[src/rtl/decode_stage.sv]
// RV32I decode stage: one registered pipeline slot between fetch and execute,
// with register-file addressing, immediate generation, operand select, load-use bubble and flush.
module decode_stage #(
    parameter int XLEN = 32
) (
    input  logic            clk,
    input  logic            rst_n,
    input  logic            in_valid,
    output logic            in_ready,
    input  logic [31:0]     in_insn,
    input  logic [XLEN-1:0] in_pc,
    input  logic            flush,
    output logic [4:0]      rs1_addr,
    output logic [4:0]      rs2_addr,
    input  logic [XLEN-1:0] rs1_data,
    input  logic [XLEN-1:0] rs2_data,
    output logic            out_valid,
    input  logic            out_ready,
    output logic [5:0]      out_alucode,
    output logic [XLEN-1:0] out_op1,
    output logic [XLEN-1:0] out_op2,
    output logic [XLEN-1:0] out_imm,
    output logic [XLEN-1:0] out_pc,
    output logic [XLEN-1:0] out_store_data,
    output logic [4:0]      out_rd,
    output logic            out_reg_we,
    output logic            out_is_load,
    output logic            out_illegal
);
    localparam logic [5:0] ALU_LUI  = 6'd0,  ALU_JAL  = 6'd1,  ALU_JALR = 6'd2;
    localparam logic [5:0] ALU_BEQ  = 6'd3,  ALU_BNE  = 6'd4,  ALU_BLT  = 6'd5;
    localparam logic [5:0] ALU_BGE  = 6'd6,  ALU_BLTU = 6'd7,  ALU_BGEU = 6'd8;
    localparam logic [5:0] ALU_LB   = 6'd9,  ALU_LH   = 6'd10, ALU_LW   = 6'd11;
    localparam logic [5:0] ALU_LBU  = 6'd12, ALU_LHU  = 6'd13, ALU_SB   = 6'd14;
    localparam logic [5:0] ALU_SH   = 6'd15, ALU_SW   = 6'd16, ALU_ADD  = 6'd17;
    localparam logic [5:0] ALU_SUB  = 6'd18, ALU_XOR  = 6'd19, ALU_OR   = 6'd20;
    localparam logic [5:0] ALU_AND  = 6'd21, ALU_SLL  = 6'd22, ALU_SRL  = 6'd23;
    localparam logic [5:0] ALU_SRA  = 6'd24, ALU_SLT  = 6'd25, ALU_SLTU = 6'd26;

    localparam logic [6:0] OP_LUI = 7'b0110111, OP_AUIPC = 7'b0010111, OP_JAL = 7'b1101111;
    localparam logic [6:0] OP_JALR = 7'b1100111, OP_BRANCH = 7'b1100011, OP_LOAD = 7'b0000011;
    localparam logic [6:0] OP_STORE = 7'b0100011, OP_IMM = 7'b0010011, OP_REG = 7'b0110011;
    localparam logic [6:0] OP_FENCE = 7'b0001111, OP_SYSTEM = 7'b1110011;

    typedef struct packed {
        logic            valid;
        logic [5:0]      alucode;
        logic [XLEN-1:0] op1;
        logic [XLEN-1:0] op2;
        logic [XLEN-1:0] imm;
        logic [XLEN-1:0] pc;
        logic [XLEN-1:0] store_data;
        logic [4:0]      rd;
        logic            reg_we;
        logic            is_load;
        logic            illegal;
    } slot_t;

    slot_t slot_q, slot_d, dec;
    logic  use_rs1, use_rs2, hazard, ld;

    logic [6:0]      opcode;
    logic [2:0]      funct3;
    logic [6:0]      funct7;
    logic [XLEN-1:0] imm_i, imm_s, imm_b, imm_u, imm_j, shamt;

    assign opcode   = in_insn[6:0];
    assign funct3   = in_insn[14:12];
    assign funct7   = in_insn[31:25];
    assign rs1_addr = in_insn[19:15];
    assign rs2_addr = in_insn[24:20];

    assign imm_i = {{20{in_insn[31]}}, in_insn[31:20]};
    assign imm_s = {{20{in_insn[31]}}, in_insn[31:25], in_insn[11:7]};
    assign imm_b = {{19{in_insn[31]}}, in_insn[31], in_insn[7], in_insn[30:25], in_insn[11:8], 1'b0};
    assign imm_u = {in_insn[31:12], 12'b0};
    assign imm_j = {{11{in_insn[31]}}, in_insn[31], in_insn[19:12], in_insn[20], in_insn[30:21], 1'b0};
    assign shamt = {27'b0, in_insn[24:20]};

    always_comb begin
        dec            = '0;
        dec.valid      = 1'b1;
        dec.alucode    = ALU_ADD;
        dec.pc         = in_pc;
        dec.store_data = rs2_data;
        dec.rd         = in_insn[11:7];
        use_rs1        = 1'b0;
        use_rs2        = 1'b0;
        case (opcode)
            OP_LUI: begin
                dec.alucode = ALU_LUI;
                dec.op2     = imm_u;
                dec.imm     = imm_u;
                dec.reg_we  = 1'b1;
            end
            OP_AUIPC: begin
                dec.op1    = in_pc;
                dec.op2    = imm_u;
                dec.imm    = imm_u;
                dec.reg_we = 1'b1;
            end
            OP_JAL: begin
                dec.alucode = ALU_JAL;
                dec.op2     = in_pc;
                dec.imm     = imm_j;
                dec.reg_we  = 1'b1;
            end
            OP_JALR: begin
                dec.alucode = ALU_JALR;
                dec.op1     = rs1_data;
                dec.op2     = in_pc;
                dec.imm     = imm_i;
                dec.reg_we  = 1'b1;
                use_rs1     = 1'b1;
                dec.illegal = (funct3 != 3'b000);
            end
            OP_BRANCH: begin
                dec.op1 = rs1_data;
                dec.op2 = rs2_data;
                dec.imm = imm_b;
                use_rs1 = 1'b1;
                use_rs2 = 1'b1;
                case (funct3)
                    3'b000:  dec.alucode = ALU_BEQ;
                    3'b001:  dec.alucode = ALU_BNE;
                    3'b100:  dec.alucode = ALU_BLT;
                    3'b101:  dec.alucode = ALU_BGE;
                    3'b110:  dec.alucode = ALU_BLTU;
                    3'b111:  dec.alucode = ALU_BGEU;
                    default: dec.illegal = 1'b1;
                endcase
            end
            OP_LOAD: begin
                dec.op1     = rs1_data;
                dec.op2     = imm_i;
                dec.imm     = imm_i;
                dec.reg_we  = 1'b1;
                dec.is_load = 1'b1;
                use_rs1     = 1'b1;
                case (funct3)
                    3'b000:  dec.alucode = ALU_LB;
                    3'b001:  dec.alucode = ALU_LH;
                    3'b010:  dec.alucode = ALU_LW;
                    3'b100:  dec.alucode = ALU_LBU;
                    3'b101:  dec.alucode = ALU_LHU;
                    default: dec.illegal = 1'b1;
                endcase
            end
            OP_STORE: begin
                dec.op1 = rs1_data;
                dec.op2 = imm_s;
                dec.imm = imm_s;
                use_rs1 = 1'b1;
                use_rs2 = 1'b1;
                case (funct3)
                    3'b000:  dec.alucode = ALU_SB;
                    3'b001:  dec.alucode = ALU_SH;
                    3'b010:  dec.alucode = ALU_SW;
                    default: dec.illegal = 1'b1;
                endcase
            end
            OP_IMM: begin
                dec.op1    = rs1_data;
                dec.op2    = imm_i;
                dec.imm    = imm_i;
                dec.reg_we = 1'b1;
                use_rs1    = 1'b1;
                case (funct3)
                    3'b000: dec.alucode = ALU_ADD;
                    3'b010: dec.alucode = ALU_SLT;
                    3'b011: dec.alucode = ALU_SLTU;
                    3'b100: dec.alucode = ALU_XOR;
                    3'b110: dec.alucode = ALU_OR;
                    3'b111: dec.alucode = ALU_AND;
                    3'b001: begin
                        dec.alucode = ALU_SLL;
                        dec.op2     = shamt;
                        dec.illegal = (funct7 != 7'b0000000);
                    end
                    default: begin
                        // insn[30] picks arithmetic shift; every other funct7 bit must be clear
                        dec.alucode = in_insn[30] ? ALU_SRA : ALU_SRL;
                        dec.op2     = shamt;
                        dec.illegal = ({funct7[6], funct7[4:0]} != 6'b0);
                    end
                endcase
            end
            OP_REG: begin
                dec.op1    = rs1_data;
                dec.op2    = rs2_data;
                dec.reg_we = 1'b1;
                use_rs1    = 1'b1;
                use_rs2    = 1'b1;
                case ({funct7, funct3})
                    {7'b0000000, 3'b000}: dec.alucode = ALU_ADD;
                    {7'b0100000, 3'b000}: dec.alucode = ALU_SUB;
                    {7'b0000000, 3'b001}: dec.alucode = ALU_SLL;
                    {7'b0000000, 3'b010}: dec.alucode = ALU_SLT;
                    {7'b0000000, 3'b011}: dec.alucode = ALU_SLTU;
                    {7'b0000000, 3'b100}: dec.alucode = ALU_XOR;
                    {7'b0000000, 3'b101}: dec.alucode = ALU_SRL;
                    {7'b0100000, 3'b101}: dec.alucode = ALU_SRA;
                    {7'b0000000, 3'b110}: dec.alucode = ALU_OR;
                    {7'b0000000, 3'b111}: dec.alucode = ALU_AND;
                    default:              dec.illegal = 1'b1;
                endcase
            end
            OP_FENCE, OP_SYSTEM: ;
            default: dec.illegal = 1'b1;
        endcase

        if (dec.illegal) begin
            dec.alucode = ALU_ADD;
            dec.op1     = '0;
            dec.op2     = '0;
            dec.imm     = '0;
            dec.reg_we  = 1'b0;
            dec.is_load = 1'b0;
            use_rs1     = 1'b0;
            use_rs2     = 1'b0;
        end
        if (!dec.reg_we || dec.rd == 5'd0) begin
            dec.reg_we = 1'b0;
            dec.rd     = 5'd0;
        end
    end

    // Only one bubble is needed: the following cycle execute forwards from memory.
    assign hazard = slot_q.valid & slot_q.is_load & (slot_q.rd != 5'd0) &
                    ((use_rs1 & (slot_q.rd == rs1_addr)) | (use_rs2 & (slot_q.rd == rs2_addr)));
    assign ld       = ~slot_q.valid | out_ready;
    assign in_ready = ld & ~hazard & ~flush;

    always_comb begin
        slot_d = slot_q;
        if (flush) begin
            slot_d.valid = 1'b0;
        end else if (ld) begin
            if (in_valid && !hazard) slot_d = dec;
            else                     slot_d.valid = 1'b0;
        end
    end

    always_ff @(posedge clk) begin
        if (!rst_n) slot_q <= '0;
        else        slot_q <= slot_d;
    end

    assign out_valid      = slot_q.valid;
    assign out_alucode    = slot_q.alucode;
    assign out_op1        = slot_q.op1;
    assign out_op2        = slot_q.op2;
    assign out_imm        = slot_q.imm;
    assign out_pc         = slot_q.pc;
    assign out_store_data = slot_q.store_data;
    assign out_rd         = slot_q.rd;
    assign out_reg_we     = slot_q.reg_we;
    assign out_is_load    = slot_q.is_load;
    assign out_illegal    = slot_q.illegal;
endmodule
[config.mk]
export PLATFORM = sky130hd
export DESIGN_NAME = decode_stage
export DESIGN_NICKNAME = d
export VERILOG_FILES = /design/src/rtl/decode_stage.sv
export SDC_FILE = /design/constraint.sdc
export NUM_CORES = 1
export LEC_CHECK = 0
export CAP_MARGIN = 20
export CORE_ASPECT_RATIO = 1.25
export CORE_MARGIN = 5
export CORE_UTILIZATION = 44
export DETAILED_ROUTE_END_ITERATION = 10
export PLACE_DENSITY = 0.81
export SYNTH_ARGS = -nofsm -noshare
export SYNTH_HDL_FRONTEND = slang
export SYNTH_SLANG_ARGS = --single-unit
[constraint.sdc]
create_clock -name clk -period 3.45 [get_ports clk]
set_input_delay 0.69 -clock clk [delete_from_list [all_inputs] [get_ports clk]]
set_output_delay 0.69 -clock clk [all_outputs]
set_load 0.05 [all_outputs]
==> impl_summary.txt <==
----------------------------------------------------
[Clocking]
  Clock tree root driver cell ... sky130_fd_sc_hd__clkbuf_16
  CTS sink count ... roughly 170
  Htree depth ... 4
  CTS tree ... done
  Number of buffers added by the clock tree synthesis step ... 17
  Clock-pin transition on the worst setup and hold timing paths ... 70 ps
  Clock latency on the worst-skew pair ... between 400 and 500 ps
  Number of buffers on the longest clock path ... 2

[Timing]
  Hold Worst Slack ... approximately 450 ps
  Timing-limited maximum frequency ... between 200 and 300 MHz
  Skew final ... between 10 and 15 ps
  Setup TNS Final ... 0 ps
  Worst-margin pin slew ... between 600 and 700 ps
  Final count of pins violating max slew ... 0
  Final min period ... about 3400 ps
  Count of final setup violators ... 0
  Final worst-path cycle share ... 0.981
  Headroom to the max-slew limit ... 0.582
  Final Hold Violating Endpoints ... 0
  Unrepaired setup endpoints after global routing ... no

[Critical path]
  Crit path required time ... approximately 2800 ps
  Nature of the critical path startpoint ... primary input
  Data arrival at the endpoint of the critical path ... 2690 ps
  Type of destination of the critical path ... primary output
  Highest net fanout along the worst path ... 3
  Type of the worst setup path ... primary input to primary output

[Drt]
  DRT Pass-1 Iters ... 7
  Average routed wire per standard cell ... 23.8 um
  Remaining routing DRC violations ... 0
  Post-detailed-routing wire length ... 35.7 mm
  Remaining antenna violation count ... 0
  Vias per cell ... a little over 6
  Via count of the routed design ... between 9000 and 10000
  Number of design-rule violations left by the first detailed-router iteration ... 899

[Final layout]
  Layout fillers ... ~1400
  Most common cell after layout, fill and taps aside ... sky130_fd_sc_hd__clkdlybuf4s50_1
  Proportion of layout cells with a drive suffix above 1 ... 0.122
  Fin nets ... 1390
  Highest-count cells in the layout ignoring fill and taps ... 312 x sky130_fd_sc_hd__clkdlybuf4s50_1, 176 x sky130_fd_sc_hd__nand2_1, 174 x sky130_fd_sc_hd__dfxtp_1, 87 x sky130_fd_sc_hd__a21oi_1, 76 x sky130_fd_sc_hd__buf_4
  Layout overhead on the synthesized area ... 56.1%
  Final core area utilization ... 0.693
  Register area ... 0.00348 mm^2
  Area of the multi-input gates ... ~0.0041 mm^2

[Power and ir drop]
  Part of the power in combinational logic ... 0.171
  Switching power as a share of total power ... 0.284
  Total Power Consumption ... 0.00496 W
  Static Leak ... approximately 4.6 nW
  Power Internal ... between 0.003 and 0.004 W
  Clock group share of total power ... 0.413
  Sequential power share ... 0.416
  Power per standard cell area ... between 300 and 400 mW/mm^2
  Sw power ... between 0.001 and 0.0015 W
  Worst vdd rail ir drop ... 301 uV

[GRT]
  Antenna violations before repair ... 2
  Global routing usage summed across all routing layers ... 0.330
  First-pass GRT wire length ... 52.9 mm
  Vias in the first global route ... about 8900
  Final global-route overflow total ... 0
  Maximum number of pins on one net before global-route repair ... between 90 and 100

[Synth]
  EDFF count, synth ... 0
  Largest area contributor in the netlist ... sky130_fd_sc_hd__dfxtp_1
  Synthesized netlist net count ... 1074
  Mean instance size in the synthesized netlist ... 8.48 um^2
  Yosys reg bits ... about 170
  Biggest area contributors in the synthesized netlist ... sky130_fd_sc_hd__dfxtp_1 44%, sky130_fd_sc_hd__nand2_1 8.3%, sky130_fd_sc_hd__a21oi_1 5.5%
  Commonest register cell after synthesis ... sky130_fd_sc_hd__dfxtp_1
  Fraction of registers with async set or reset after synthesis ... 0
  Proportion of synthesized chip area in sequential cells ... 0.436
  Number of different library cells in the post-synthesis netlist ... 60
  YS warnings ... 0
  Area share of the largest cell type after synthesis ... 0.436
  Synthesized cell area ... 0.00798 mm^2
  Synth Instances ... between 900 and 1000

[Floorplan]
  Die Footprint ... between 0.02 and 0.025 mm^2
  Width of the chip ... between 100 and 150 um
  Core area ... about 0.018 mm^2
  Starting Density ... 0.444
  Die height ... 161 um
  Top-level I/O count ... about 320
  Number of rows created at floorplan ... 55

[Hold path]
  Min-delay worst type ... flop to flop

[Placement]
  Weighted congestion at the end of routability-driven global placement ... roughly 1.0
  Number of port buffers ... between 300 and 400
  Detailed-placement wirelength estimate ... approximately 27 mm

[Status]
  Outcome ... finished, final reports clean

[Run]
  Number of max-cap violations ... 0

----------------------------------------------------
-- repair_timing --
item                                    CTS  global route
buffers inserted                          1             0
hold buffers                              0             0
resized for setup                         6             1
pin swaps                                 3             1
endpoints found under the setup margin    1             1
-- final timing paths --
check / start / end / slack, ps / depth (start not counted)
worst min register to register: out_store_data[26] / out_store_data[26] / 450 / 2
worst max register to register: out_rd[0] / out_op2[1] / 950 / 8
worst max-delay path: in_insn[29] / in_ready / 70 / 8
worst min-delay path: out_store_data[26] / out_store_data[26] / 450 / 2
-- synthesized netlist by cell type, types with 5 or more instances --
cell type                   number
sky130_fd_sc_hd__a21o_1          8
sky130_fd_sc_hd__buf_4          17
sky130_fd_sc_hd__nand2_1       176
sky130_fd_sc_hd__o41ai_1        32
sky130_fd_sc_hd__o31ai_1        16
sky130_fd_sc_hd__nand3_1        65
sky130_fd_sc_hd__buf_1           8
sky130_fd_sc_hd__a221oi_1        5
sky130_fd_sc_hd__nor3_1         10
sky130_fd_sc_hd__o2bb2ai_2      10
sky130_fd_sc_hd__a31oi_1         5
sky130_fd_sc_hd__o21ai_0        13
sky130_fd_sc_hd__nand4_1        15
sky130_fd_sc_hd__buf_2          19
sky130_fd_sc_hd__a222oi_1       28
sky130_fd_sc_hd__inv_1           7
sky130_fd_sc_hd__a21oi_1        87
sky130_fd_sc_hd__xor2_1          9
sky130_fd_sc_hd__dfxtp_1       174
sky130_fd_sc_hd__nor2b_1         7
sky130_fd_sc_hd__a22o_1         45
sky130_fd_sc_hd__clkbuf_1       65
sky130_fd_sc_hd__nor2_1         21
sky130_fd_sc_hd__a22oi_1        33
-- cells by family after synthesis --
logic type,count (synthesis),share of synthesized area
other,1,0.000470
AND/OR/NAND/NOR,326,0.188
multiplexers,1,0.00125
flip-flops,174,0.436
XOR/XNOR,11,0.0121
AO/OA/AOI/OAI,312,0.296
buffers and inverters,116,0.0655
-- metal layers --
| layer | global-route usage | vias up | share of wire |
|---|---|---|---|
| li1 | - | 4141 | - |
| met1 | 0.415 | 4459 | 0.39 |
| met2 | 0.538 | 472 | 0.48 |
| met3 | 0.0536 | 93 | 0.074 |
| met4 | 0.174 | 0 | 0.057 |
| met5 | 0 | - | 0 |
-- critical path, stage by stage --
cell and delay (ps):
sky130_fd_sc_hd__clkdlybuf4s50_1 440, sky130_fd_sc_hd__or4_4 500, sky130_fd_sc_hd__nor3_4 220, sky130_fd_sc_hd__o21ai_2 120, sky130_fd_sc_hd__a311oi_4 250, sky130_fd_sc_hd__nand3_2 140
sky130_fd_sc_hd__and2_1 170, sky130_fd_sc_hd__buf_6 150
-- stage by stage --
stage | cell area [um^2] | std cells | setup slack (ps)
CTS | 12400 | 1497 | 29.9
finish | 12500 | 1500 | 66.4
detailed placement | 11800 | 1464 | -52.4
global placement | 11800 | 1464 | -43.0
floorplan | 7980 | 941 | 452
global route | 12500 | 1500 | 8.18
-- state kept, by name, summed over array words and instances, names as in the netlist --
register / cells
out_illegal: 1
out_pc: 32
out_imm: 32
out_rd: 5
out_store_data: 32
out_reg_we: 1
out_valid: 1
out_op1: 32
out_is_load: 1
out_alucode: 5
out_op2: 32
-- power groups by stage --
stage | Sequential, W | Clock [W] | Combinational (W)
finish | 0.00207 | 0.00205 | 0.000848
global route | 0.00207 | 0.00215 | 0.000884
CTS | 0.00207 | 0.00206 | 0.000838
detailed placement | 0.00211 | 0 | 0.000834
global placement | 0.00211 | 0 | 0.000830
floorplan | 0.00224 | 0 | 0.000263
-- final cells by class --
| class | count | area share |
|---|---|---|
| antenna | 2 | 0.000402 |
| clock buffer | 18 | 0.0353 |
| clock inverter | 14 | 0.0144 |
| inverter | 7 | 0.00221 |
| multi-input combinational | 651 | 0.326 |
| sequential | 174 | 0.280 |
| tap | 228 | 0.0229 |
| timing repair buffer | 406 | 0.320 |
Note: power is estimated with default switching activity, not from simulation.
